$ cat src/rtl/pc_sequencer.sv
`default_nettype none
// ============================================================================
// Module   : pc_sequencer
// Purpose  : Next-PC controller for the RV32IM ProgramCounter register.
//            It selects among sequential, redirect, trap and mret sources.
//            Optional macro PC_MISALIGN_TRAP_EN turns misaligned redirects
//            into traps.
// Revision : 1.0 - initial release
// ============================================================================
module pc_sequencer #(
  parameter int               XLEN         = 32,
  parameter logic [XLEN-1:0]  RESET_VECTOR = XLEN'(32'h0000_0000),
  parameter logic [XLEN-1:0]  TRAP_VECTOR  = XLEN'(32'h0000_0100),
  parameter int               PC_STEP      = 4
) (
  input  logic            clk,
  input  logic            rst,
  input  logic [XLEN-1:0] pc_cur_i,
  output logic [XLEN-1:0] pc_next_o,
  output logic            pc_we_o,
  output logic            fetch_req_o,
  output logic [XLEN-1:0] fetch_addr_o,
  input  logic            fetch_ack_i,
  input  logic            stall_i,
  input  logic            redirect_valid_i,
  input  logic [XLEN-1:0] redirect_target_i,
  input  logic            trap_req_i,
  input  logic [XLEN-1:0] trap_pc_i,
  input  logic            mret_req_i,
  output logic            flush_o,
  output logic [XLEN-1:0] mepc_o,
  output logic            misalign_fault_o
);

  typedef enum logic [1:0] {
    RESET_S = 2'd0,
    FETCH_S = 2'd1,
    HOLD_S  = 2'd2
  } state_t;

  state_t          state_q, state_d;
  logic [XLEN-1:0] mepc_q, mepc_d;

  always_ff @(posedge clk) begin
    if (rst) begin
      state_q <= RESET_S;
      mepc_q  <= '0;
    end else begin
      state_q <= state_d;
      mepc_q  <= mepc_d;
    end
  end

  assign fetch_addr_o = pc_cur_i;
  assign mepc_o       = mepc_q;

  always_comb begin
    state_d          = state_q;
    mepc_d           = mepc_q;
    pc_next_o        = pc_cur_i;
    pc_we_o          = 1'b0;
    fetch_req_o      = 1'b0;
    flush_o          = 1'b0;
    misalign_fault_o = 1'b0;

    if (rst) begin
      pc_next_o = RESET_VECTOR;
    end else begin
      case (state_q)
        RESET_S: begin
          pc_we_o   = 1'b1;
          pc_next_o = RESET_VECTOR;
          state_d   = FETCH_S;
        end
        FETCH_S, HOLD_S: begin
          state_d = FETCH_S;
          // Control events win over stall and discard any same-cycle fetch_ack.
          if (trap_req_i) begin
            pc_next_o = TRAP_VECTOR;
            pc_we_o   = 1'b1;
            flush_o   = 1'b1;
            mepc_d    = trap_pc_i;
          end else if (mret_req_i) begin
            pc_next_o = mepc_q;
            pc_we_o   = 1'b1;
            flush_o   = 1'b1;
          end else if (redirect_valid_i) begin
            pc_we_o = 1'b1;
            flush_o = 1'b1;
`ifdef PC_MISALIGN_TRAP_EN
            if (redirect_target_i[1:0] != 2'b00) begin
              pc_next_o        = TRAP_VECTOR;
              mepc_d           = pc_cur_i;
              misalign_fault_o = 1'b1;
            end else begin
              pc_next_o = redirect_target_i;
            end
`else
            pc_next_o = redirect_target_i & ~XLEN'(3);
`endif
          end else if (stall_i) begin
            state_d = HOLD_S;
          end else if (state_q == FETCH_S) begin
            fetch_req_o = 1'b1;
            if (fetch_ack_i) begin
              pc_we_o   = 1'b1;
              pc_next_o = pc_cur_i + XLEN'(PC_STEP);
            end
          end
        end
        default: state_d = RESET_S;
      endcase
    end
  end

endmodule
`default_nettype wire

$ cat config.mk
export PLATFORM = sky130hd
export DESIGN_NAME = pc_sequencer
export DESIGN_NICKNAME = d
export VERILOG_FILES = /design/src/rtl/pc_sequencer.sv
export SDC_FILE = /design/constraint.sdc
export NUM_CORES = 1
export LEC_CHECK = 0
export BUFFER_PORTS_ARGS = -buffer_cell sky130_fd_sc_hd__buf_2
export CELL_PAD_IN_SITES_DETAIL_PLACEMENT = 1
export CELL_PAD_IN_SITES_GLOBAL_PLACEMENT = 2
export CORE_UTILIZATION = 22
export CTS_CLUSTER_SIZE = 28
export DETAILED_ROUTE_END_ITERATION = 12
export GPL_TIMING_DRIVEN = 1
export HOLD_SLACK_MARGIN = 0.08
export PLACE_DENSITY_LB_ADDON = 0.1
export SLEW_MARGIN = 20
export SYNTH_ARGS = -nofsm -noshare
export SYNTH_HDL_FRONTEND = slang
export SYNTH_SLANG_ARGS = --single-unit
$ cat constraint.sdc
create_clock -name clk -period 4.4 [get_ports clk]
set_input_delay 1.1 -clock clk [delete_from_list [all_inputs] [get_ports clk]]
set_output_delay 1.1 -clock clk [all_outputs]
set_load 0.05 [all_outputs]
* Yosys cells after proc, flatten, opt, wreduce, memory -nomap -nowiden
Index checks and enable logic that the tools add are counted.
W data, S select, Z words.
** Operators by class
- Add/sub/neg operators :: 1
- Equal/unequal tests :: 2
- Multiplexer cells :: 33
- Reduce and logical (&&, ||, !) cells :: 3
** Operators by type and width (count)
- $mux W32 :: 7
- $pmux W32 S2 :: 1
- $add A32 B3 Y32 const B :: 1
- $mux W1 :: 19
- $mux W2 :: 4
- $pmux W2 S2 :: 1
- $eq A2 B1 Y1 const B :: 1
- $eq A2 B2 Y1 const B :: 1
- $logic_not A2 Y1 :: 1
- $pmux W1 S2 :: 1
- $reduce_and A2 Y1 :: 1
- $reduce_or A2 Y1 :: 1
** Word-level totals
- Register bits after elaboration :: 34
- Bits of input ports :: 103
- Output and inout bits :: 100
- Word-level logic and storage cells :: 41

* Logic depth before layout (Yosys ltp)
Gate-level depths: netlist (run 1).
- Depth after elaboration :: 9
- Depth in mapped cells :: 9
- Mapped depth without buffers :: 7

* Worst setup path after synthesis (run 1)
No wires, ideal clock.
- Kind :: input port to output port
- From :: input port mret_req_i
- To :: output port fetch_req_o
- Arrival :: 3.632 ns
- Data required time :: 3.300 ns
- Setup slack :: -0.332 ns
- Stages :: 6
- Path buffers :: 3
- Cell sequence :: clkbuf_1 -> or2_2 -> clkbuf_1 -> clkbuf_1 -> nor2_1 -> nor4bb_1
** On the way
- Longest elaborated chain between the ends :: 4
** Ends and longest elaborated chain
- from (decl) :: RTL line 29 : input logic mret_req_i,
- $mux W1 :: RTL line 83 : end else if (mret_req_i) begin
- $mux W1 :: RTL line 78 : if (trap_req_i) begin
- $mux W1 :: RTL line 69 : case (state_q)
- $mux W1 :: RTL line 66 : if (rst) begin
- to (decl) :: RTL line 21 : output logic fetch_req_o,
Every way passes these cells.

* Worst setup path after layout (run 1)
- From :: input port pc_cur_i[19]
- To :: output port pc_next_o[26]
** On the way
- Longest elaborated chain between the ends :: 9
** Ends and longest elaborated chain
- from (decl) :: RTL line 18 : input logic [XLEN-1:0] pc_cur_i,
- $add A32 B3 Y32 :: RTL line 107 : pc_next_o = pc_cur_i + XLEN'(PC_STEP);
- $mux W32 :: RTL line 105 : if (fetch_ack_i) begin
- $mux W32 :: RTL line 103 : end else if (state_q == FETCH_S) begin
- $mux W32 :: RTL line 101 : end else if (stall_i) begin
- $mux W32 :: RTL line 87 : end else if (redirect_valid_i) begin
- $mux W32 :: RTL line 83
- $mux W32 :: RTL line 78
- $pmux W32 S2 :: RTL line 69
- $mux W32 :: RTL line 66
- to (decl) :: RTL line 19 : output logic [XLEN-1:0] pc_next_o,
Every way passes these cells.

==> impl_metrics.env, run 1 <==
export IMPL_post_layout_total_power_w=0.001097
export IMPL_synthDistinctLibCells=57
export IMPL_final_core_utilization_pct=31.37
export IMPL_design_die_area_sq_um=14600
export IMPL_syn_mean_instance_area_sq_um=6.693
export IMPL_fillers=1795
export IMPL_post_drt_wl_per_cell_microns=18.89
export IMPL_fp_coreArea_sq_um=13830
export IMPL_non_filler_instance_count_after_layout=807
export IMPL_post_cts_repair_setup_buffers=0
export IMPL_hold_buffers=0
export IMPL_fmax_mhz=239.5
export IMPL_outcome="completed"
export IMPL_netlist_area_sq_um=3105
export IMPL_yosysTopAreaCellShare_pct=21.92
export IMPL_final_net_count=734
export IMPL_firstDrtPassIters=4
export IMPL_synth_seq_area_share_pct=21.92
export IMPL_cap_viol_max_count=0
export IMPL_ios=203
export IMPL_yosys_register_bits=34
export IMPL_area_delta_synth_final_pct=39.69
export IMPL_power_leakage_nw=1.934
export IMPL_diodes=0
export IMPL_path_clk_slew_ns=0.06
export IMPL_detail_route_vias_per_cell=5.057
export IMPL_layout_setup_ws_ns=0.2253
export IMPL_criticalPathCategory="input pin to output pin"
export IMPL_synthTopCellsByCount="sky130_fd_sc_hd__nand2_1, sky130_fd_sc_hd__a21oi_1, sky130_fd_sc_hd__dfxtp_1, sky130_fd_sc_hd__buf_4, sky130_fd_sc_hd__clkbuf_1"
export IMPL_die_width_microns=120.8
export IMPL_critical_path_launch_point_type="input pin"
export IMPL_crit_path_max_fanout=7
export IMPL_synth_enable_flop_cells=0
export IMPL_area_contributors_post_synth="sky130_fd_sc_hd__dfxtp_1, sky130_fd_sc_hd__a21oi_1, sky130_fd_sc_hd__nand2_1"
export IMPL_clock_sinks=34
export IMPL_gate_count_of_the_mapped_netlist=464
export IMPL_worstHoldPathType="flop to flop"
export IMPL_grt_max_degree=35
export IMPL_row_count=43
export IMPL_power_density_nw_per_um2=252.9
export IMPL_grt_pass1_vias=4102
export IMPL_worst_ep_arrival_time_ns=3.07
export IMPL_clk_root_buffer_cell="sky130_fd_sc_hd__clkbuf_16"
export IMPL_worst_pin_slew_ns=0.6404
export IMPL_dpl_hpwl_microns=12110
export IMPL_dieHeight_microns=120.8
export IMPL_dpl_instance_area_sq_um=4195
export IMPL_finalMaxSlewViolations=0
export IMPL_drt_total_wl_microns=15250
export IMPL_ir_drop_v=0.0001602
export IMPL_clock_latency_ns=0.28
export IMPL_antenna_found_initial=0
export IMPL_cts_resized_gates=0
export IMPL_dpl_cell_count=800
export IMPL_grtUsageTotal_pct=20.90
export IMPL_minimum_clock_period_ns=4.175
export IMPL_routabilityCongestion=0.7974
export IMPL_end_kind="output pin"
export IMPL_initial_utilization_pct=22.46
export IMPL_global_route_overflow_total=0
export IMPL_final_design_area_no_fill_sq_um=4338
export IMPL_report_final_setup_viol=0
export IMPL_first_pass_grt_wire_length_microns=23410
export IMPL_worst_clock_skew_ns=0.005019
export IMPL_postSynthNetCount=571
export IMPL_synth_async_sr_flop_share_pct=0
export IMPL_synth_top_flop_cell="sky130_fd_sc_hd__dfxtp_1"
export IMPL_yosysTopAreaCell="sky130_fd_sc_hd__dfxtp_1"
export IMPL_slew_headroom_pct=57.15
export IMPL_cp_required_ns=3.30
export IMPL_yosysMostFrequentCell="sky130_fd_sc_hd__nand2_1"
export IMPL_tritoncts="done"
export IMPL_synthesis_yosys_warnings=0
export IMPL_rsz0062_at_grt="false"
export IMPL_numPortBuffers=199
export IMPL_clock_buffers_created_by_tritoncts=5
export IMPL_place_worst_setup_slack_ns=0.2425
export IMPL_finalHoldViolations=0
export IMPL_clock_path_buffers=2
export IMPL_ant_nets=0
export IMPL_drt_iter0_drc=271
export IMPL_finalCritPeriodShare_pct=94.88
export IMPL_cts_htree_levels=2
export IMPL_share_of_cells_above_drive_strength_1_pct=40.67
export IMPL_drcViolationCount=0
export IMPL_via_count=4081
## stage by stage
stage	setup TNS (ns)	hold slack (ns)
floorplan	-0.003590	0.6828
global placement	0	0.4556
detailed placement	0	0.4636
CTS	0	0.4750
global route	0	0.4954
finish	0	0.4714
## sequential cells by signal, indices dropped and copies added, names as in the netlist
register  count
state_q       2
mepc_o       32
## path summary, 6_finish.rpt
| kind | startpoint | depth (start not counted) | slack (ns) | endpoint |
|---|---|---|---|---|
| worst max-delay path | pc_cur_i[19] | 7 | 0.23 | pc_next_o[26] |
| worst min-delay path | mepc_o[27]$_SDFFE_PP0P_ | 2 | 0.47 | mepc_o[27]$_SDFFE_PP0P_ |
| worst max register to register | state_q[0]$_SDFF_PP0_ | 5 | 2.68 | mepc_o[14]$_SDFFE_PP0P_ |
| worst min register to register | mepc_o[27]$_SDFFE_PP0P_ | 2 | 0.47 | mepc_o[27]$_SDFFE_PP0P_ |
## logic make-up after synthesis
logic type | count (synthesis) | share of synthesized area [%]
AOI/OAI and AO/OA | 157 | 32.88
xor gates and xnor gates | 1 | 0.2821
muxes | 1 | 0.3223
other | 1 | 0.1208
buffers and inverters | 79 | 13.66
and+or+nand+nor | 187 | 29.21
DFF | 34 | 21.92
adders and majority gates | 4 | 1.612
## critical path, cell delays in order
cell                       delay, ns
sky130_fd_sc_hd__buf_2          0.16
sky130_fd_sc_hd__nand4_1        0.19
sky130_fd_sc_hd__or4_4          0.56
sky130_fd_sc_hd__nor2_1         0.36
sky130_fd_sc_hd__a211oi_1       0.16
sky130_fd_sc_hd__nor4_2         0.24
sky130_fd_sc_hd__buf_2          0.30
## cell type report
type	instances	area, sq um	area share, %
sequential	34	680.7	15.69
timing repair buffer	227	1206	27.81
tap	180	225.2	5.192
clock inverter	2	15.01	0.3461
clock buffer	5	125.1	2.884
multi-input combinational	351	2056	47.39
inverter	8	30.03	0.6922
## metal layers
layer | global-route usage [%] | vias up | share of wire [%]
met5 | 0 | - | 0
met4 | 3.472 | 0 | 0.61
met3 | 3.585 | 8 | 6.2
met2 | 33.48 | 129 | 46
met1 | 29.50 | 1945 | 47
li1 | - | 1999 | -
## report_power, final
group,internal [W],switching [W]
combinational,0.000119,0.000299
clock,0.000206,0.000135
sequential,0.000324,0.0000141
## layout by cell type, fill, tap and decap left out, types with 6 or more instances in the layout
master / synthesis / routed
sky130_fd_sc_hd__a31oi_1: 8 / 8
sky130_fd_sc_hd__o22ai_1: 9 / 9
sky130_fd_sc_hd__a211oi_1: 8 / 6
sky130_fd_sc_hd__and3_1: 11 / 11
sky130_fd_sc_hd__buf_2: 3 / 199
sky130_fd_sc_hd__nand2_1: 80 / 79
sky130_fd_sc_hd__o221ai_1: 10 / 10
sky130_fd_sc_hd__a21oi_1: 66 / 66
sky130_fd_sc_hd__buf_4: 33 / 28
sky130_fd_sc_hd__o21ai_0: 17 / 17
sky130_fd_sc_hd__nor3_1: 18 / 17
sky130_fd_sc_hd__nor2_1: 23 / 23
sky130_fd_sc_hd__dfxtp_1: 34 / 34
sky130_fd_sc_hd__inv_1: 8 / 8
sky130_fd_sc_hd__nand3_1: 10 / 10
sky130_fd_sc_hd__and2_1: 9 / 9
sky130_fd_sc_hd__nand4_1: 10 / 10
Note: power is estimated with default switching activity, not from simulation.
==> inputs of run 2 (changes only) <==
Settings changed: CORE_MARGIN set to 2.
==> run 2 against run 1 <==
Effect of this change:
- register-to-register slack lost 0.06 ns
- largest cell class unchanged
- global-route usage shrank 0.57 points
- critical path type unchanged
- wire length grew 3.4%
- highest routed layer unchanged
- critical endpoint is now pc_next_o[30]
==> impl_metrics.env, run 2 (synthesis gave the netlist of run 1 again) <==
export IMPL_drt_iter0_drc=196
export IMPL_finalCritPeriodShare_pct=93.87
export IMPL_final_design_area_no_fill_sq_um=4315
export IMPL_rsz0062_at_grt="false"
export IMPL_grtUsageTotal_pct=20.33
export IMPL_crit_path_max_fanout=7
export IMPL_hold_slack_ns=0.4738
export IMPL_cts_resized_gates=0
export IMPL_max_reg_flops=32
export IMPL_share_of_cells_above_drive_strength_1_pct=40.22
export IMPL_clock_latency_ns=0.28
export IMPL_design_die_area_sq_um=15080
export IMPL_first_pass_grt_wire_length_microns=23580
export IMPL_layout_setup_ws_ns=0.2698
export IMPL_power_share_clock_pct=32.6
export IMPL_dpl_hpwl_microns=12210
export IMPL_cap_viol_max_count=0
export IMPL_p_sw_share_pct=40.59
export IMPL_firstDrtPassIters=4
export IMPL_post_cts_repair_setup_buffers=0
export IMPL_clk_root_buffer_cell="sky130_fd_sc_hd__clkbuf_16"
export IMPL_numPortBuffers=199
export IMPL_slew_headroom_pct=56.53
export IMPL_fp_coreArea_sq_um=13830
export IMPL_antenna_found_initial=0
export IMPL_cp_num_buf_inv=2
export IMPL_global_route_overflow_total=0
export IMPL_tritoncts="done"
export IMPL_criticalPathCategory="input pin to output pin"
export IMPL_clock_sinks=34
export IMPL_clock_buffers_created_by_tritoncts=5
export IMPL_dpl_instance_area_sq_um=4168
export IMPL_end_kind="output pin"
export IMPL_initial_utilization_pct=22.46
export IMPL_worstHoldPathType="flop to flop"
export IMPL_worst_ep_arrival_time_ns=3.03
export IMPL_hold_buffers=0
export IMPL_worst_clock_skew_ns=0.004726
export IMPL_clock_path_buffers=2
export IMPL_minimum_clock_period_ns=4.130
export IMPL_power_frac_seq_pct=30.1
export IMPL_comb_power_share_pct=37.3
export IMPL_power_density_nw_per_um2=259.8
export IMPL_worst_pin_slew_ns=0.6497
export IMPL_dieHeight_microns=122.8
export IMPL_slowest_cell_delay_on_critical_path_ns=0.54
export IMPL_diodes=0
export IMPL_report_final_setup_viol=0
export IMPL_cp_required_ns=3.30
export IMPL_via_count=4154
export IMPL_finalHoldViolations=0
export IMPL_internal_power_w=0.0006662
export IMPL_drt_total_wl_microns=15770
export IMPL_power_switching_w=0.0004551
export IMPL_post_layout_total_power_w=0.001121
export IMPL_post_drt_wl_per_cell_microns=19.61
export IMPL_ant_nets=0
export IMPL_row_count=43
export IMPL_worstPathCellList="buf_2 -> nand4_1 -> or4_4 -> or4_4 -> a21oi_1 -> o221a_1 -> buf_2"
export IMPL_cts_htree_levels=2
export IMPL_drcViolationCount=0
export IMPL_finalMaxSlewViolations=0
export IMPL_ir_drop_v=0.0001836
export IMPL_ios=203
export IMPL_final_core_utilization_pct=31.21
export IMPL_place_worst_setup_slack_ns=0.2613
export IMPL_detail_route_vias_per_cell=5.167
export IMPL_critical_path_launch_point_type="input pin"
export IMPL_routabilityCongestion=0.8645
export IMPL_cpMaxStageDelayCell="sky130_fd_sc_hd__or4_4"
export IMPL_area_delta_synth_final_pct=38.96
export IMPL_power_leakage_nw=1.926
export IMPL_final_net_count=730
export IMPL_outcome="completed"
export IMPL_fmax_mhz=242.1
export IMPL_grt_pass1_vias=4131
export IMPL_die_width_microns=122.8
export IMPL_layout_cells_most_common="sky130_fd_sc_hd__buf_2"
export IMPL_crit_family="simple AND/OR/NAND/NOR gates"
export IMPL_path_clk_slew_ns=0.06
export IMPL_mostFrequentLayoutCells="sky130_fd_sc_hd__buf_2, sky130_fd_sc_hd__nand2_1, sky130_fd_sc_hd__a21oi_1"
export IMPL_grt_max_degree=37
-- run 2: changes by cell type in the layout (fill, tap and decap cells not counted) --
cell,change
sky130_fd_sc_hd__buf_4,-4
sky130_fd_sc_hd__clkinv_2,+1
sky130_fd_sc_hd__clkinvlp_4,-2
sky130_fd_sc_hd__clkbuf_8,+1
sky130_fd_sc_hd__clkbuf_1,+1
-- run 2: final cells by class --
cell class / count / area (sq um)
timing repair buffer: 223 / 1176
clock inverter: 1 / 5.005
clock buffer: 7 / 142.6
sequential: 34 / 680.7
multi-input combinational: 351 / 2056
fill: 1789 / 9512
tap: 180 / 225.2
inverter: 8 / 30.03
-- run 2: power by group through the flow --
stage | sequential, W | combinational, W | clock [W]
after floorplan | 0.000391 | 0.000236 | 0
after global placement | 0.000344 | 0.000415 | 0
after detailed placement | 0.000344 | 0.000420 | 0
after CTS | 0.000338 | 0.000422 | 0.000377
after global routing | 0.000340 | 0.000451 | 0.000389
final | 0.000338 | 0.000419 | 0.000365
-- run 2: path summary, 6_finish.rpt --
check / cells after the start / slack, ns / endpoint / start
setup / recovery: 7 / 0.27 / pc_next_o[30] / pc_cur_i[19]
hold / removal: 2 / 0.47 / mepc_o[28]$_SDFFE_PP0P_ / mepc_o[28]$_SDFFE_PP0P_
hold reg to reg: 2 / 0.47 / mepc_o[28]$_SDFFE_PP0P_ / mepc_o[28]$_SDFFE_PP0P_
setup reg to reg: 6 / 2.62 / state_q[1]$_SDFF_PP0_ / state_q[0]$_SDFF_PP0_
-- run 2: worst register-to-register path, stage by stage (launching register included) --
cell	delay (ns)
sky130_fd_sc_hd__dfxtp_1	0.37
sky130_fd_sc_hd__inv_1	0.07
sky130_fd_sc_hd__ha_1	0.42
sky130_fd_sc_hd__nand2b_1	0.37
sky130_fd_sc_hd__nor2_1	0.09
sky130_fd_sc_hd__buf_4	0.17
sky130_fd_sc_hd__and3_1	0.18
-- run 2: metal layers --
| layer | global-route usage, % | vias up | wire, microns |
|---|---|---|---|
| met1 | 28.44 | 1985 | 7398 |
| met5 | 0 | - | 0 |
| met3 | 4.368 | 17 | 1139 |
| met2 | 31.70 | 162 | 7035 |
| met4 | 4.813 | 0 | 195 |
| li1 | - | 1990 | - |
-- run 2: stage by stage --
stage	instances	TNS, ns
after floorplan	464	-0.003590
after global routing	804	0
after detailed placement	796	0
after CTS	804	0
final	804	0
after global placement	796	0
